## config.mk

```make
export PLATFORM = sky130hd
export DESIGN_NAME = cc_wb_master
export DESIGN_NICKNAME = d
export VERILOG_FILES = /design/src/rtl/cc_wb_master.sv
export SDC_FILE = /design/constraint.sdc
export NUM_CORES = 1
export LEC_CHECK = 0
export ABC_AREA = 1
export CORE_ASPECT_RATIO = 1.25
export CORE_MARGIN = 10
export CORE_UTILIZATION = 56
export DETAILED_ROUTE_END_ITERATION = 16
export GPL_ROUTABILITY_DRIVEN = 0
export GPL_TIMING_DRIVEN = 0
export PLACE_DENSITY_LB_ADDON = 0.3
export RECOVER_POWER = 25
export SLEW_MARGIN = 20
export SYNTH_ARGS = -nofsm -noshare
export SYNTH_HDL_FRONTEND = slang
export SYNTH_SLANG_ARGS = --single-unit
```

## constraint.sdc

```tcl
create_clock -name clk_ad9866 -period 4.7 [get_ports clk_ad9866]
set_clock_uncertainty 0.05 [all_clocks]
set_input_delay 1.175 -clock clk_ad9866 [delete_from_list [all_inputs] [get_ports clk_ad9866]]
set_output_delay 1.175 -clock clk_ad9866 [all_outputs]
set_load 0.005 [all_outputs]
```

## src/rtl/cc_wb_master.sv

```systemverilog
// cc_wb_master
// Turns OpenHPSDR protocol-1 command-and-control frames into Wishbone register
// writes on the radio's slave port (clk_ad9866 domain).
//
// Ports:
//   clk_ad9866   sole clock
//   extreset     synchronous active-low reset
//   cmd_tdata    {C0,C1,C2,C3,C4}, C0 in [39:32]
//   cmd_tvalid   frame valid
//   cmd_tready   command queue can accept (low while in reset)
//   ptt          MOX bit (C0[0]) of the most recently accepted frame
//   wbm_adr_o    write address (C0[6:1])
//   wbm_dat_o    write data {C1,C2,C3,C4}
//   wbm_we_o     write enable
//   wbm_stb_o    strobe
//   wbm_cyc_o    cycle
//   wbm_ack_i    slave acknowledge (only honoured while waiting for one)
//   timeout_err  sticky: an ack-class write ran out of ack cycles
module cc_wb_master #(
    parameter int WB_DATA_WIDTH = 32,
    parameter int WB_ADDR_WIDTH = 6,
    parameter int FIFO_DEPTH    = 4,
    parameter int ACK_TIMEOUT   = 15
) (
    input  logic                     clk_ad9866,
    input  logic                     extreset,
    input  logic [39:0]              cmd_tdata,
    input  logic                     cmd_tvalid,
    output logic                     cmd_tready,
    output logic                     ptt,
    output logic [WB_ADDR_WIDTH-1:0] wbm_adr_o,
    output logic [WB_DATA_WIDTH-1:0] wbm_dat_o,
    output logic                     wbm_we_o,
    output logic                     wbm_stb_o,
    output logic                     wbm_cyc_o,
    input  logic                     wbm_ack_i,
    output logic                     timeout_err
);

    localparam int PTR_W = $clog2(FIFO_DEPTH);

    typedef logic [PTR_W:0] ptr_t;
    typedef enum logic [1:0] {IDLE, POST, WAIT, GAP} state_t;

    state_t state, state_n;

    logic [WB_ADDR_WIDTH-1:0] fifo_adr [FIFO_DEPTH];
    logic [WB_DATA_WIDTH-1:0] fifo_dat [FIFO_DEPTH];
    ptr_t                     wr_ptr, rd_ptr;
    logic                     full, empty;
    logic                     accept, push, pop;
    logic [WB_ADDR_WIDTH-1:0] head_adr;
    logic [WB_DATA_WIDTH-1:0] head_dat;
    logic                     head_is_ack;
    logic [4:0]               wait_cnt;
    logic                     timeout_hit;

    // Extra pointer MSB distinguishes full from empty.
    assign empty = (wr_ptr == rd_ptr);
    assign full  = (wr_ptr[PTR_W] != rd_ptr[PTR_W]) &&
                   (wr_ptr[PTR_W-1:0] == rd_ptr[PTR_W-1:0]);

    assign cmd_tready = ~full & extreset;
    assign accept     = cmd_tvalid & cmd_tready;
    // C0[7] marks a frame that only carries PTT; it never reaches the bus.
    assign push       = accept & ~cmd_tdata[39];

    assign head_adr = fifo_adr[rd_ptr[PTR_W-1:0]];
    assign head_dat = fifo_dat[rd_ptr[PTR_W-1:0]];

    // Frequency/NCO registers answer with a multi-cycle ack; the rest are posted.
    assign head_is_ack =
        ((head_adr >= WB_ADDR_WIDTH'(8'h01)) && (head_adr <= WB_ADDR_WIDTH'(8'h08))) ||
        ((head_adr >= WB_ADDR_WIDTH'(8'h12)) && (head_adr <= WB_ADDR_WIDTH'(8'h16)));

    always_ff @(posedge clk_ad9866) begin
        if (push) begin
            fifo_adr[wr_ptr[PTR_W-1:0]] <= WB_ADDR_WIDTH'(cmd_tdata[38:33]);
            fifo_dat[wr_ptr[PTR_W-1:0]] <= WB_DATA_WIDTH'(cmd_tdata[31:0]);
        end
    end

    always_comb begin
        state_n     = state;
        pop         = 1'b0;
        timeout_hit = 1'b0;
        case (state)
            // GAP already provides the strobe-low cycle, so it may launch the
            // next queued write directly; this keeps posted writes at one per
            // 2 cycles and acked writes at one per 5.
            IDLE, GAP: begin
                if (!empty) begin
                    pop     = 1'b1;
                    state_n = head_is_ack ? WAIT : POST;
                end else begin
                    state_n = IDLE;
                end
            end
            POST: state_n = GAP;
            WAIT: begin
                if (wbm_ack_i) begin
                    state_n = GAP;
                end else if (wait_cnt == 5'(ACK_TIMEOUT - 1)) begin
                    timeout_hit = 1'b1;
                    state_n     = GAP;
                end
            end
            default: state_n = IDLE;
        endcase
    end

    always_ff @(posedge clk_ad9866) begin
        if (!extreset) begin
            state       <= IDLE;
            wr_ptr      <= '0;
            rd_ptr      <= '0;
            ptt         <= 1'b0;
            wbm_adr_o   <= '0;
            wbm_dat_o   <= '0;
            wait_cnt    <= '0;
            timeout_err <= 1'b0;
        end else begin
            state <= state_n;
            if (accept) begin
                ptt <= cmd_tdata[32];
            end
            if (push) begin
                wr_ptr <= wr_ptr + ptr_t'(1);
            end
            if (pop) begin
                rd_ptr    <= rd_ptr + ptr_t'(1);
                wbm_adr_o <= head_adr;
                wbm_dat_o <= head_dat;
            end
            // Counts stb cycles spent in WAIT; zero on every entry.
            wait_cnt <= (state == WAIT) ? wait_cnt + 5'd1 : '0;
            if (timeout_hit) begin
                timeout_err <= 1'b1;
            end
        end
    end

    assign wbm_stb_o = (state == POST) || (state == WAIT);
    assign wbm_cyc_o = wbm_stb_o;
    assign wbm_we_o  = wbm_stb_o;

endmodule
```

## After elaboration in Yosys (flattened, before gate mapping)

Memories as Yosys holds them, arrays and structs flattened. A register that Yosys moved wholly into a read port is not among the register bits.
Index checks and enable logic that the tools add are counted.
Widths: inputs -> output; s select.

| cells by class | value |
|---|---|
| muxes and demuxes | 14 |
| eq/ne operators | 8 |
| bitwise operators | 5 |
| reduce and logical (&&, ||, !) cells | 9 |
| multiply operators | 0 |
| order comparisons | 4 |
| $add $sub $neg | 3 |
| div/mod/pow operators | 0 |
| shift operators | 0 |

Operator list:

| operator | number |
|---|---|
| $mux 2 | 6 |
| $mux 1 | 7 |
| $add 3x1->3 const B | 2 |
| $ge 6x1->1 const B | 1 |
| $ge 6x5->1 const B | 1 |
| $le 6x4->1 const B | 1 |
| $le 6x5->1 const B | 1 |
| $pmux 2 s3 | 1 |
| $add 5x1->5 const B | 1 |
| $eq 5x4->1 const B | 1 |
| $eq 2x2->1 const B | 2 |
| $and 1x1->1 | 3 |
| $eq 3x3->1 | 1 |
| $logic_and 1x1->1 | 3 |
| $ne 3x3->1 const B | 1 |
| $eq 2x1->1 const B | 1 |
| $eq 2x2->1 | 1 |
| $logic_not 2->1 | 1 |
| $logic_or 1x1->1 | 2 |
| $not 1->1 | 2 |
| $reduce_and 2->1 | 1 |
| $reduce_or 2->1 | 1 |
| $logic_not 1->1 | 1 |
| $ne 1x1->1 | 1 |

| word-level totals | value |
|---|---|
| RAM bits | 152 |
| word-level logic and storage cells | 52 |
| bits in read-only memories | 0 |
| memories | 2 |
| flip-flop bits (word level) | 21 |
| latch bits | 0 |

Memory list:

| memory | depth | bits a word | rd ports | clocked after Yosys merged registers in | write ports | line | text |
|---|---|---|---|---|---|---|---|
| fifo_dat | 4 | 32 | 1 | 1 | 1 | 48 | `logic [WB_DATA_WIDTH-1:0] fifo_dat [FIFO_DEPTH];` |
| fifo_adr | 4 | 6 | 1 | 1 | 1 | 47 | `logic [WB_ADDR_WIDTH-1:0] fifo_adr [FIFO_DEPTH];` |

## Longest topological paths before layout

| depth | value |
|---|---|
| word-level depth | 8 |
| mapped depth | 12 |
| depth with buffers taken out | 11 |

## Least setup slack after synthesis

OpenSTA, ideal clock, no wires.

| path | value |
|---|---|
| kind | input to register |
| start point | input port cmd_tvalid |
| end point | memory fifo_adr[0][0], enable pin |
| setup time | 0.433 ns |
| stages | 4 |
| setup slack | 1.022 ns |
| arrival | 3.195 ns |
| buffers on the path | 0 |
| cell sequence | nand3_1 -> nor2_1 -> inv_1 -> nor2_1 |

| on the way | value |
|---|---|
| longest elaborated chain between the ends | 4 |

Ends and longest elaborated chain:

| what | line | text |
|---|---|---|
| start, declared | 28 | `input logic cmd_tvalid,` |
| $and 1x1->1 | 64 | `assign accept = cmd_tvalid & cmd_tready;` |
| $and 1x1->1 | 66 | `assign push = accept & ~cmd_tdata[39];` |
| $mux 1 | 77 | `if (push) begin` |
| $mux 1 (not written as such) | 78 | `fifo_adr[wr_ptr[PTR_W-1:0]] <= WB_ADDR_WIDTH'(cmd_tdata[38:33]);` |
| end, declared | 47 |  |

Every way passes these cells.

## Worst setup path in the final report

| path | value |
|---|---|
| start point | input port extreset |
| end point | output port cmd_tready |

| on the way | value |
|---|---|
| longest elaborated chain between the ends | 1 |

Ends and longest elaborated chain:

| what | line | text |
|---|---|---|
| start, declared | 26 | `input logic extreset,` |
| $and 1x1->1 | 63 | `assign cmd_tready = ~full & extreset;` |
| end, declared | 29 | `output logic cmd_tready,` |

Every way passes these cells.

==> run_results.csv <==
group,metric,value,unit
setup_path,crit_path_max_fanout,10,
setup_path,crit_type,"input pin to output pin",
run,drv_cap,0,
grt,antenna_found_initial,0,
outcome,outcome,"completed",
clock_tree,cts.sinks,207,
floorplan,start_util,0.571,
grt,grt_pass1_wl,30300,um
routing,postRouteAntennaNets,0,
finish,multi_input_area,1890,um2
setup_path,rrSetupSlack,1.92,ns
floorplan,fp.dieH,152,um
hold_path,hp-class,"register to register",
finish,instances_no_fill,971,
routing,first_pass_iters,5,
finish,most-common-layout-cells,"152 x edfxtp_1, 141 x nor2_1, 106 x o21ai_0",
logic_synthesis,synth-simple-area-share,0.110,
placed_design,dpl.cell_count,935,
clock_tree,tritoncts,"built",
logic_synthesis,synth_top_family_by_area,"compound AO/OA/AOI/OAI gates",
clock_tree,insertion_delay,0.49,ns
finish,regArea,5670,um2
timing,tightest_slew,0.674,ns
setup_path,critical_path_required,3.47,ns
logic_synthesis,syn_inst,667,
setup_path,critPathArrivalTime,2.90,ns
timing,clock.fmax,0.242,GHz
clock_tree,holdBufCountCts,0,
power_and_ir_drop,powerDensity,555,nW/um2
timing,hold_violations,0,
logic_synthesis,synthTopCellsByArea,"edfxtp_1 58%, dfxtp_1 14%, nor2_1 6.9%",
finish,nets,834,
logic_synthesis,ys_seq_elements,207,
logic_synthesis,ys_seq_area_frac,0.722,
logic_synthesis,synthAdderAreaFrac,0.0128,
logic_synthesis,yosys.area.top_type,"edfxtp_1",
clock_tree,cts_root_buffer,"clkbuf_16",
placed_design,io_buffers,87,
clock_tree,ctsResizeCount,0,
floorplan,die-width,126,um
setup_path,startpoint_type,"input pin",
clock_tree,cts_max_level,1,
timing,setup-violations-final,0,
floorplan,num_rows,48,
logic_synthesis,synth_compound_area_frac,0.110,
logic_synthesis,ys_warn_count,0,
floorplan,dieArea,19200,um2
timing,fin_crit_sh,0.879,
finish,drive_gt1_frac,0.0854,
timing,fin_setup_tns,0,ns
logic_synthesis,syn-num-nets,719,
routing,drc_errors,0,
floorplan,core,13800,um2
setup_path,cp_slowest_cell,"clkdlybuf4s50_1",
grt,grt_pass1_vias,5878,
routing,wl_per_cell,19.5,um
placed_design,dp_hpwl,12400,um
clock_tree,clk_pin_slew,0.06,ns
timing,rsz0062_at_grt,"no",
finish,n_fill_cell,927,
timing,finalCriticalPeriod,4.13,ns
routing,vias_per_cell,5.77,
finish,mostFrequentLayoutCell,"edfxtp_1",
routing,wirelength,19000,um
clock_tree,post_cts_buffers,0,
grt,grtUsageTotal,0.193,
finish,num_antenna_cells,0,
power_and_ir_drop,peakVddDrop,0.360,mV
setup_path,crit_top_cell,"clkdlybuf4s50_1",
clock_tree,cts_max_path_buffers,3,
routing,first_iter_violations,599,
logic_synthesis,synth_xor_area_frac,0.00446,
routing,vias,5598,
timing,slew_headroom,0.550,
setup_path,max_stage_delay,0.59,ns
power_and_ir_drop,p_leak,0.00351,uW
clock_tree,numCtsBuffers,20,
finish,area_delta_synth_final,24.5,%
floorplan,io_pins,88,
grt,grt_max_degree,23,
grt,grt_overflow,0,
logic_synthesis,synth_mux_area_frac,0,
setup_path,crit_chain,"clkdlybuf4s50_1 > clkbuf_1 > nand2_1 > inv_1 > clkdlybuf4s50_1",
timing,slew_viol_final,0,
logic_synthesis,synth_cell_type_count,29,
timing,fin_hold_ws,0.421,ns
setup_path,worstSetupEndpointType,"output pin",
logic_synthesis,syn_avg_cell_area,11.8,um2
logic_synthesis,syn-cell-area,7850,um2
logic_synthesis,synth_top_area_frac,0.582,
[layout make-up]
cell class	instances	area share
inverter	28	0.0108
clock buffer	24	0.0549
buffer	39	0.0221
timing repair buffer	93	0.103
clock inverter	12	0.0134
tap	175	0.0224
multi-input combinational	393	0.194
sequential	207	0.580
[power breakdown]
| group | total (uW) | leakage [uW] | switching [uW] | internal (uW) |
|---|---|---|---|---|
| clock | 1630 | 0.000329 | 652 | 979 |
| combinational | 1600 | 0.00135 | 967 | 630 |
| sequential | 2190 | 0.00183 | 85.0 | 2110 |
| total | 5420 | 0.00351 | 1700 | 3720 |
[logic make-up (layout without fill, tap and decap cells)]
kind of cell | Yosys count | count (layout)
compound gates | 163 | 163
xor+xnor | 4 | 4
fa+ha+maj | 8 | 8
buf+inv | 67 | 196
flops | 207 | 207
simple gates | 218 | 218
[registers in the layout, indices dropped and copies added, names as in the netlist, named ones only]
name         cells
state            2
wait_cnt         5
timeout_err      1
ptt              1
wbm_dat_o       32
wbm_adr_o        6
fifo_adr        24
wr_ptr           3
fifo_dat       128
rd_ptr           3
[stage by stage]
step / total power, uW / setup slack, ns / utilization / cell area (um2)
after global placement: 3750 / -1.10 / 0.650 / 8940
after detailed placement: 3810 / 0.564 / 0.662 / 9110
final: 5420 / 0.570 / 0.711 / 9770
after floorplan: 3130 / 1.02 / - / 7850
after CTS: 5430 / 0.574 / 0.711 / 9770
after global routing: 5690 / 0.471 / 0.711 / 9770
[worst max-delay path, delay by kind of cell]
family | cells | cell delay, ns
buffers and inverters | 4 | 1.62
AND/OR/NAND/NOR | 1 | 0.10
[path summary, 6_finish.rpt]
check | startpoint | end | depth (start not counted)
hold reg to reg | ptt | ptt | 2
hold / removal | ptt | ptt | 2
setup / recovery | extreset | cmd_tready | 5
setup reg to reg | rd_ptr[1] | fifo_dat[0][0] | 10
[Yosys cell counts]
cell / instances
a21oi_1: 15
a31oi_1: 34
buf_1: 3
buf_2: 12
buf_4: 2
buf_6: 6
clkbuf_1: 14
clkbuf_2: 2
dfxtp_1: 55
edfxtp_1: 152
ha_1: 8
inv_1: 26
inv_2: 2
nand2_1: 49
nand2_2: 1
nand2_4: 1
nand3_1: 17
nand4_1: 2
nor2_1: 145
nor2_2: 1
nor3_1: 1
o211ai_1: 1
o21a_1: 1
o21ai_0: 106
o21ai_1: 5
o21bai_1: 1
or2_2: 1
xnor2_1: 1
xor2_1: 3
[layer usage]
layer	wire length, um	vias to the layer above	share of wire	global-route usage
li1	-	2570	-	-
met1	7040	2758	0.37	0.212
met2	10400	243	0.55	0.361
met3	1270	27	0.067	0.0359
met4	303	0	0.016	0.0608
met5	0	-	0	0
(Power assumes the default switching activity.)
